File: config.mk
export PLATFORM = sky130hd
export DESIGN_NAME = exec_ctrl
export DESIGN_NICKNAME = d
export VERILOG_FILES = /design/src/rtl/exec_ctrl_pkg.sv /design/src/rtl/exec_ctrl_alu.sv /design/src/rtl/exec_ctrl.sv
export SDC_FILE = /design/constraint.sdc
export NUM_CORES = 1
export LEC_CHECK = 0
export ABC_AREA = 1
export BUFFER_PORTS_ARGS = -buffer_cell sky130_fd_sc_hd__buf_2
export CAP_MARGIN = 15
export CORE_MARGIN = 1.5
export CORE_UTILIZATION = 34
export DETAILED_ROUTE_END_ITERATION = 7
export SLEW_MARGIN = 0
export SYNTH_ARGS = -nofsm -noshare
export SYNTH_HDL_FRONTEND = slang
export SYNTH_SLANG_ARGS = --single-unit
File: constraint.sdc
create_clock -name CLK -period 5.15 [get_ports CLK]
set_clock_uncertainty 0.1 [all_clocks]
set_input_delay 0.2575 -clock CLK [delete_from_list [all_inputs] [get_ports CLK]]
set_output_delay 0.2575 -clock CLK [all_outputs]
set_load 0.03 [all_outputs]
File: src/rtl/exec_ctrl_pkg.sv
// Shared definitions for the execute/control stage: widths, opcodes,
// FSM state encoding and instruction field positions.
package exec_ctrl_pkg;

    localparam int DEF_DATA_W = 16;
    localparam int DEF_ADDR_W = 3;

    // Opcodes (instr[15:12]); 0xA-0xE are undefined
    localparam logic [3:0] OP_ADD  = 4'h0;
    localparam logic [3:0] OP_SUB  = 4'h1;
    localparam logic [3:0] OP_AND  = 4'h2;
    localparam logic [3:0] OP_OR   = 4'h3;
    localparam logic [3:0] OP_XOR  = 4'h4;
    localparam logic [3:0] OP_SHL  = 4'h5;
    localparam logic [3:0] OP_SHR  = 4'h6;
    localparam logic [3:0] OP_ADDI = 4'h7;
    localparam logic [3:0] OP_MUL  = 4'h8;
    localparam logic [3:0] OP_MOV  = 4'h9;
    localparam logic [3:0] OP_NOP  = 4'hF;

    // Instruction field bit positions
    localparam int OPC_HI = 15;
    localparam int OPC_LO = 12;
    localparam int RD_HI  = 11;
    localparam int RD_LO  = 9;
    localparam int RA_HI  = 8;
    localparam int RA_LO  = 6;
    localparam int RB_HI  = 5;
    localparam int RB_LO  = 3;
    localparam int IMM_HI = 5;
    localparam int IMM_LO = 0;

    typedef enum logic [2:0] {
        S_IDLE = 3'd0,
        S_READ = 3'd1,
        S_EXEC = 3'd2,
        S_MUL  = 3'd3,
        S_WB   = 3'd4
    } state_t;

    // True for ops whose carry flag is rewritten at write-back
    function automatic logic updates_carry(input logic [3:0] opc);
        return (opc == OP_ADD) || (opc == OP_SUB) || (opc == OP_ADDI);
    endfunction

endpackage

File: src/rtl/exec_ctrl_alu.sv
// Combinational ALU for all single-cycle ops. MUL is handled iteratively
// by the controller, so it produces zero here.
module alu_16bits
    import exec_ctrl_pkg::*;
#(
    parameter int DATA_W = DEF_DATA_W
)(
    input  logic [DATA_W-1:0] a,
    input  logic [DATA_W-1:0] b,
    input  logic [5:0]        imm6,
    input  logic [3:0]        opcode,
    output logic [DATA_W-1:0] result,
    output logic              carry
);

    logic [DATA_W-1:0] w_imm_ext;
    logic [DATA_W:0]   w_sum;

    assign w_imm_ext = {{(DATA_W-6){imm6[5]}}, imm6};

    // Select the result; carry is the extra sum bit (borrow for SUB)
    always_comb begin
        w_sum  = '0;
        result = '0;
        carry  = 1'b0;
        case (opcode)
            OP_ADD: begin
                w_sum  = {1'b0, a} + {1'b0, b};
                result = w_sum[DATA_W-1:0];
                carry  = w_sum[DATA_W];
            end
            OP_SUB: begin
                w_sum  = {1'b0, a} - {1'b0, b};
                result = w_sum[DATA_W-1:0];
                carry  = w_sum[DATA_W];
            end
            OP_AND:  result = a & b;
            OP_OR:   result = a | b;
            OP_XOR:  result = a ^ b;
            OP_SHL:  result = a << b[3:0];
            OP_SHR:  result = a >> b[3:0];
            OP_ADDI: begin
                w_sum  = {1'b0, a} + {1'b0, w_imm_ext};
                result = w_sum[DATA_W-1:0];
                carry  = w_sum[DATA_W];
            end
            OP_MOV:  result = a;
            default: result = '0;
        endcase
    end

endmodule

File: src/rtl/exec_ctrl.sv
// Multi-cycle execute/control stage wrapped around an 8x16 register file.
// IDLE -> READ -> EXEC -> (MUL x16) -> WB -> IDLE, all outputs registered.
module exec_ctrl
    import exec_ctrl_pkg::*;
#(
    parameter int DATA_W = DEF_DATA_W,
    parameter int ADDR_W = DEF_ADDR_W
)(
    input  logic              CLK,
    input  logic              CLR,
    input  logic              instr_valid,
    input  logic [15:0]       instr,
    output logic              instr_ready,
    output logic [ADDR_W-1:0] rd_addr_a,
    output logic [ADDR_W-1:0] rd_addr_b,
    input  logic [DATA_W-1:0] op_a,
    input  logic [DATA_W-1:0] op_b,
    output logic [DATA_W-1:0] din,
    output logic [ADDR_W-1:0] wr_addr,
    output logic              wr_E,
    output logic              done,
    output logic              illegal,
    output logic              flag_z,
    output logic              flag_c,
    output logic              busy
);

    localparam int CNT_W = $clog2(DATA_W);

    state_t            r_state;
    logic [15:0]       r_instr;
    logic [DATA_W-1:0] r_op_a;
    logic [DATA_W-1:0] r_op_b;
    logic [DATA_W-1:0] r_acc;
    logic [DATA_W-1:0] r_mcand;
    logic [DATA_W-1:0] r_mplier;
    logic [CNT_W-1:0]  r_cnt;
    logic              r_carry;

    logic              r_instr_ready;
    logic [ADDR_W-1:0] r_rd_addr_a;
    logic [ADDR_W-1:0] r_rd_addr_b;
    logic [DATA_W-1:0] r_din;
    logic [ADDR_W-1:0] r_wr_addr;
    logic              r_wr_e;
    logic              r_done;
    logic              r_illegal;
    logic              r_flag_z;
    logic              r_flag_c;
    logic              r_busy;

    logic [3:0]        w_opcode;
    logic [ADDR_W-1:0] w_rd;
    logic [DATA_W-1:0] w_alu_result;
    logic              w_alu_carry;
    logic [DATA_W-1:0] w_acc_next;

    assign w_opcode   = r_instr[OPC_HI:OPC_LO];
    assign w_rd       = r_instr[RD_HI:RD_LO];
    assign w_acc_next = r_acc + (r_mplier[0] ? r_mcand : '0);

    alu_16bits #(.DATA_W(DATA_W)) u_alu (
        .a      (r_op_a),
        .b      (r_op_b),
        .imm6   (r_instr[IMM_HI:IMM_LO]),
        .opcode (w_opcode),
        .result (w_alu_result),
        .carry  (w_alu_carry)
    );

    // Control FSM: sequences the stage and registers every output
    always_ff @(posedge CLK or negedge CLR) begin
        if (!CLR) begin
            r_state       <= S_IDLE;
            r_instr       <= '0;
            r_op_a        <= '0;
            r_op_b        <= '0;
            r_acc         <= '0;
            r_mcand       <= '0;
            r_mplier      <= '0;
            r_cnt         <= '0;
            r_carry       <= 1'b0;
            r_instr_ready <= 1'b0;
            r_rd_addr_a   <= '0;
            r_rd_addr_b   <= '0;
            r_din         <= '0;
            r_wr_addr     <= '0;
            r_wr_e        <= 1'b0;
            r_done        <= 1'b0;
            r_illegal     <= 1'b0;
            r_flag_z      <= 1'b0;
            r_flag_c      <= 1'b0;
            r_busy        <= 1'b0;
        end else begin
            // Pulses default low; each state raises them for one cycle
            r_wr_e    <= 1'b0;
            r_done    <= 1'b0;
            r_illegal <= 1'b0;
            case (r_state)
                S_IDLE: begin
                    r_instr_ready <= 1'b1;
                    r_busy        <= 1'b0;
                    if (instr_valid && r_instr_ready) begin
                        r_instr       <= instr;
                        r_rd_addr_a   <= instr[RA_HI:RA_LO];
                        r_rd_addr_b   <= instr[RB_HI:RB_LO];
                        r_instr_ready <= 1'b0;
                        r_busy        <= 1'b1;
                        r_state       <= S_READ;
                    end
                end
                S_READ: begin
                    // Register file outputs are valid for the held addresses
                    r_op_a  <= op_a;
                    r_op_b  <= op_b;
                    r_state <= S_EXEC;
                end
                S_EXEC: begin
                    if (w_opcode == OP_MUL) begin
                        r_acc    <= '0;
                        r_mcand  <= r_op_a;
                        r_mplier <= r_op_b;
                        r_cnt    <= '0;
                        r_state  <= S_MUL;
                    end else if (w_opcode > OP_MOV) begin
                        // NOP or undefined opcode: retire without writing
                        r_done        <= 1'b1;
                        r_illegal     <= (w_opcode != OP_NOP);
                        r_instr_ready <= 1'b1;
                        r_busy        <= 1'b0;
                        r_rd_addr_a   <= '0;
                        r_rd_addr_b   <= '0;
                        r_state       <= S_IDLE;
                    end else begin
                        r_din     <= w_alu_result;
                        r_carry   <= w_alu_carry;
                        r_wr_addr <= w_rd;
                        r_wr_e    <= 1'b1;
                        r_done    <= 1'b1;
                        r_state   <= S_WB;
                    end
                end
                S_MUL: begin
                    // Shift-add, one multiplier bit per cycle, LSB first
                    r_acc    <= w_acc_next;
                    r_mcand  <= r_mcand << 1;
                    r_mplier <= r_mplier >> 1;
                    r_cnt    <= r_cnt + 1'b1;
                    if (r_cnt == CNT_W'(DATA_W - 1)) begin
                        r_din     <= w_acc_next;
                        r_wr_addr <= w_rd;
                        r_wr_e    <= 1'b1;
                        r_done    <= 1'b1;
                        r_state   <= S_WB;
                    end
                end
                S_WB: begin
                    // Register file captures din on this edge; flags follow
                    r_flag_z <= (r_din == '0);
                    if (updates_carry(w_opcode)) begin
                        r_flag_c <= r_carry;
                    end
                    r_din         <= '0;
                    r_wr_addr     <= '0;
                    r_rd_addr_a   <= '0;
                    r_rd_addr_b   <= '0;
                    r_instr_ready <= 1'b1;
                    r_busy        <= 1'b0;
                    r_state       <= S_IDLE;
                end
                default: r_state <= S_IDLE;
            endcase
        end
    end

    assign instr_ready = r_instr_ready;
    assign rd_addr_a   = r_rd_addr_a;
    assign rd_addr_b   = r_rd_addr_b;
    assign din         = r_din;
    assign wr_addr     = r_wr_addr;
    assign wr_E        = r_wr_e;
    assign done        = r_done;
    assign illegal     = r_illegal;
    assign flag_z      = r_flag_z;
    assign flag_c      = r_flag_c;
    assign busy        = r_busy;

endmodule
==> results by group <==
Place
  – Pre-CTS setup slack: 1970 ps
  – Detailed Place HPWL: approximately 36 mm
  – GPL Wtd Cong: between 1 and 1.5
  – IO buf count: 82

STA
  – RSZ-0062 raised after global routing: false
  – Setup TNS: 0 ps
  – Max Freq: 300 MHz
  – Max-slew headroom: 35.8%
  – Max Slew Vio Count: 0
  – Final setup viols: 0
  – Final worst path period share: 64.7%
  – Final Hold Fails: 0
  – Final worst slack: 1820 ps
  – Worst-Margin Slew: 961 ps
  – Crit path time final: 3330 ps

Clock network
  – CTS Buf Count: 17
  – H-tree depth: 4
  – Max Root-Sink Buffers: 2
  – Clock transition at the registers of the reported paths: 60 ps
  – TritonCTS clock tree: built
  – Clk root buf: clkbuf_16
  – Setup Buffers After CTS: 0
  – Clock latency on the worst-skew pair: 460 ps
  – Sink Count: between 100 and 150
  – Post_cts resized: 0
  – # hold bufs at CTS: 45

Cells and area
  – N_diodes: 0
  – Final #Nets: 2043
  – Fill cell count: 3627
  – P&R area growth vs syn: 15.8%
  – Most frequent cells in the layout: 547 x nand2_1, 232 x inv_1, 182 x nand3_1
  – Fraction of layout cells with a size suffix above 1: a little under a tenth
  – Commonest non-fill, non-tap cell in the layout: nand2_1

Logic synthesis
  – YS warnings: 0
  – Ys flop type: dfrtp_1
  – Post-synth top area share: 28.9%
  – Mapped cell area: 0.0115 mm2
  – Leading post-synthesis cells by cell area: dfrtp_1 29%, nand2_1 18%, ha_1 8.8%, nand3_1 8.0%, inv_1 7.6%
  – Post-Syn Nets: 1952
  – Sequential area share after synthesis: 28.9%
  – FF+latch count, synth: between 100 and 150
  – Number of synthesized flops with an enable pin: 0
  – Ys async rst share: 100%
  – Area leader, netlist: dfrtp_1
  – Synthesized instance count: 1816
  – Yosys cell types: 50
  – Syn_area_per_cell: around 6.3 um2

GRT
  – Top Usage Layer GRT: met2
  – Vias in the first global route: about 12000
  – Initial antenna violation count: 0
  – GR Layer Usage met2: roughly 45%
  – First-pass GRT wire length: 71.6 mm
  – Gr ovfl total: 0
  – Total track usage: 27.0%
  – Met3 usage: about 3.5%
  – Pin count of the biggest net entering global routing: 93
  – Routing usage on met1: 35.5%

Worst setup path
  – Worst setup startpoint: r_op_a[11]$_DFFE_PN0P_
  – Worst r2r path cells: 11
  – Critical path launch point type: flop
  – Worst reg2reg endpoint: din[13]$_DFFE_PN0P_
  – Kind of critical path: flop to flop
  – Worst r2r src: r_op_a[11]$_DFFE_PN0P_
  – CP endpoint: din[13]$_DFFE_PN0P_
  – Critical Path End Type: flop
  – Worst endpoint required time: 5380 ps
  – Worst-path fanout max: 11
  – Critical path data arrival time: about 3600 ps
  – Reg2reg setup slack: 1820 ps

Floorplan
  – Initial Utilization: about 34%
  – Top Ports: 83
  – Die Y: 187 um
  – Die area: roughly 0.035 mm2
  – Floorplan Core Area: 0.0334 mm2
  – Rows: 67
  – Die W: 187 um

Detailed routing
  – Drc violations: 0
  – Per-cell routed wire length: 19.9 um
  – First DRT Iteration DRCs: approximately 1100
  – Antenna viol nets, final: 0
  – Vias: ~12000
  – Via/cell ratio: 5.24
  – DRT Pass-1 Iters: 6
  – WL final: 47.2 mm

Run
  – MaxCap Viol Count: 0

Status
  – Status: finished, final reports clean

Hold path
  – Hold crit path type: primary input to flop
-- state kept, by name, summed over array words and instances, names as in the netlist, 3 cells and up --
signal	count
r_op_b	16
rd_addr_a	3
r_state	3
rd_addr_b	3
din	16
wr_addr	3
r_acc	16
r_mcand	16
r_cnt	4
r_op_a	16
r_mplier	16
r_instr	13
-- cells in the mapped netlist (all sizes together), types with 2 or more instances --
library cell	count
ha	81
a31oi	3
clkinv	3
clkbuf	24
a22o	3
xnor2	2
and2	4
fa	4
xor2	5
nand3	184
inv	245
and3	2
a221oi	2
o21ai	106
o21a	2
nor4	4
nand4	18
or2	2
o211ai	31
o22ai	9
o21bai	4
nor3	12
a21o	2
nand2	552
dfrtp	133
nand3b	5
a21oi	125
buf	41
nor2	201
-- routing by layer --
metal	up-vias	wire, um
met5	-	0
met2	415	21900
met3	86	2310
li1	6038	-
met4	0	1890
met1	5858	21100
-- worst max-delay path, stage by stage (launching register included) --
cell     delay [ps]
dfrtp_1         790
inv_1           140
ha_1            680
inv_1           260
nand2_1         140
nor2_1           50
nor2_1          270
nand4_1         130
nand3_1         110
nand4_1         220
nand2_1         240
a21oi_2          70
-- cell families after synthesis --
kind of cell	count (synthesis)	synth area share (%)
buffers and inverters	313	10.8
muxes	1	0.0978
AOI/OAI and AO/OA	293	14.3
DFF	133	28.9
adders and majority gates	85	9.49
and+or+nand+nor	984	35.9
xor gates and xnor gates	7	0.532
-- layout make-up --
type / count / area (um2) / share of cell area, %
Clock buffer: 19 / 443 / 3.32
Clock inverter: 12 / 179 / 1.34
Inverter: 248 / 932 / 6.99
Multi-Input combinational cell: 1370 / 6950 / 52.1
Sequential cell: 133 / 3330 / 25.0
Tap cell: 448 / 561 / 4.20
Timing Repair Buffer: 137 / 942 / 7.06
-- worst min path at each step --
stage	start	to	slack [ps]	cells after the start
after floorplan	CLR	busy$_DFFE_PN0P_	-140	0
after global placement	CLR	wr_addr[1]$_DFFE_PN0P_	340	1
after detailed placement	CLR	wr_addr[1]$_DFFE_PN0P_	330	1
after CTS	op_b[12]	r_op_b[12]$_DFFE_PN0P_	2	3
after global routing	op_b[6]	r_op_b[6]$_DFFE_PN0P_	40	3
final	op_b[6]	r_op_b[6]$_DFFE_PN0P_	20	3
-- metrics by stage --
step	instances	util (%)	instance area, um2	hold slack [ps]
after floorplan	1816	-	11500	-138
after global placement	2290	36.6	12300	338
after detailed placement	2290	36.6	12300	333
after CTS	2366	39.9	13300	2.00
after global routing	2367	39.9	13300	43.3
final	2367	39.9	13300	23.1
Power is left out: the tool's default activity adds up to more than one toggle a clock period on the data nets, which glitch-free logic cannot reach.
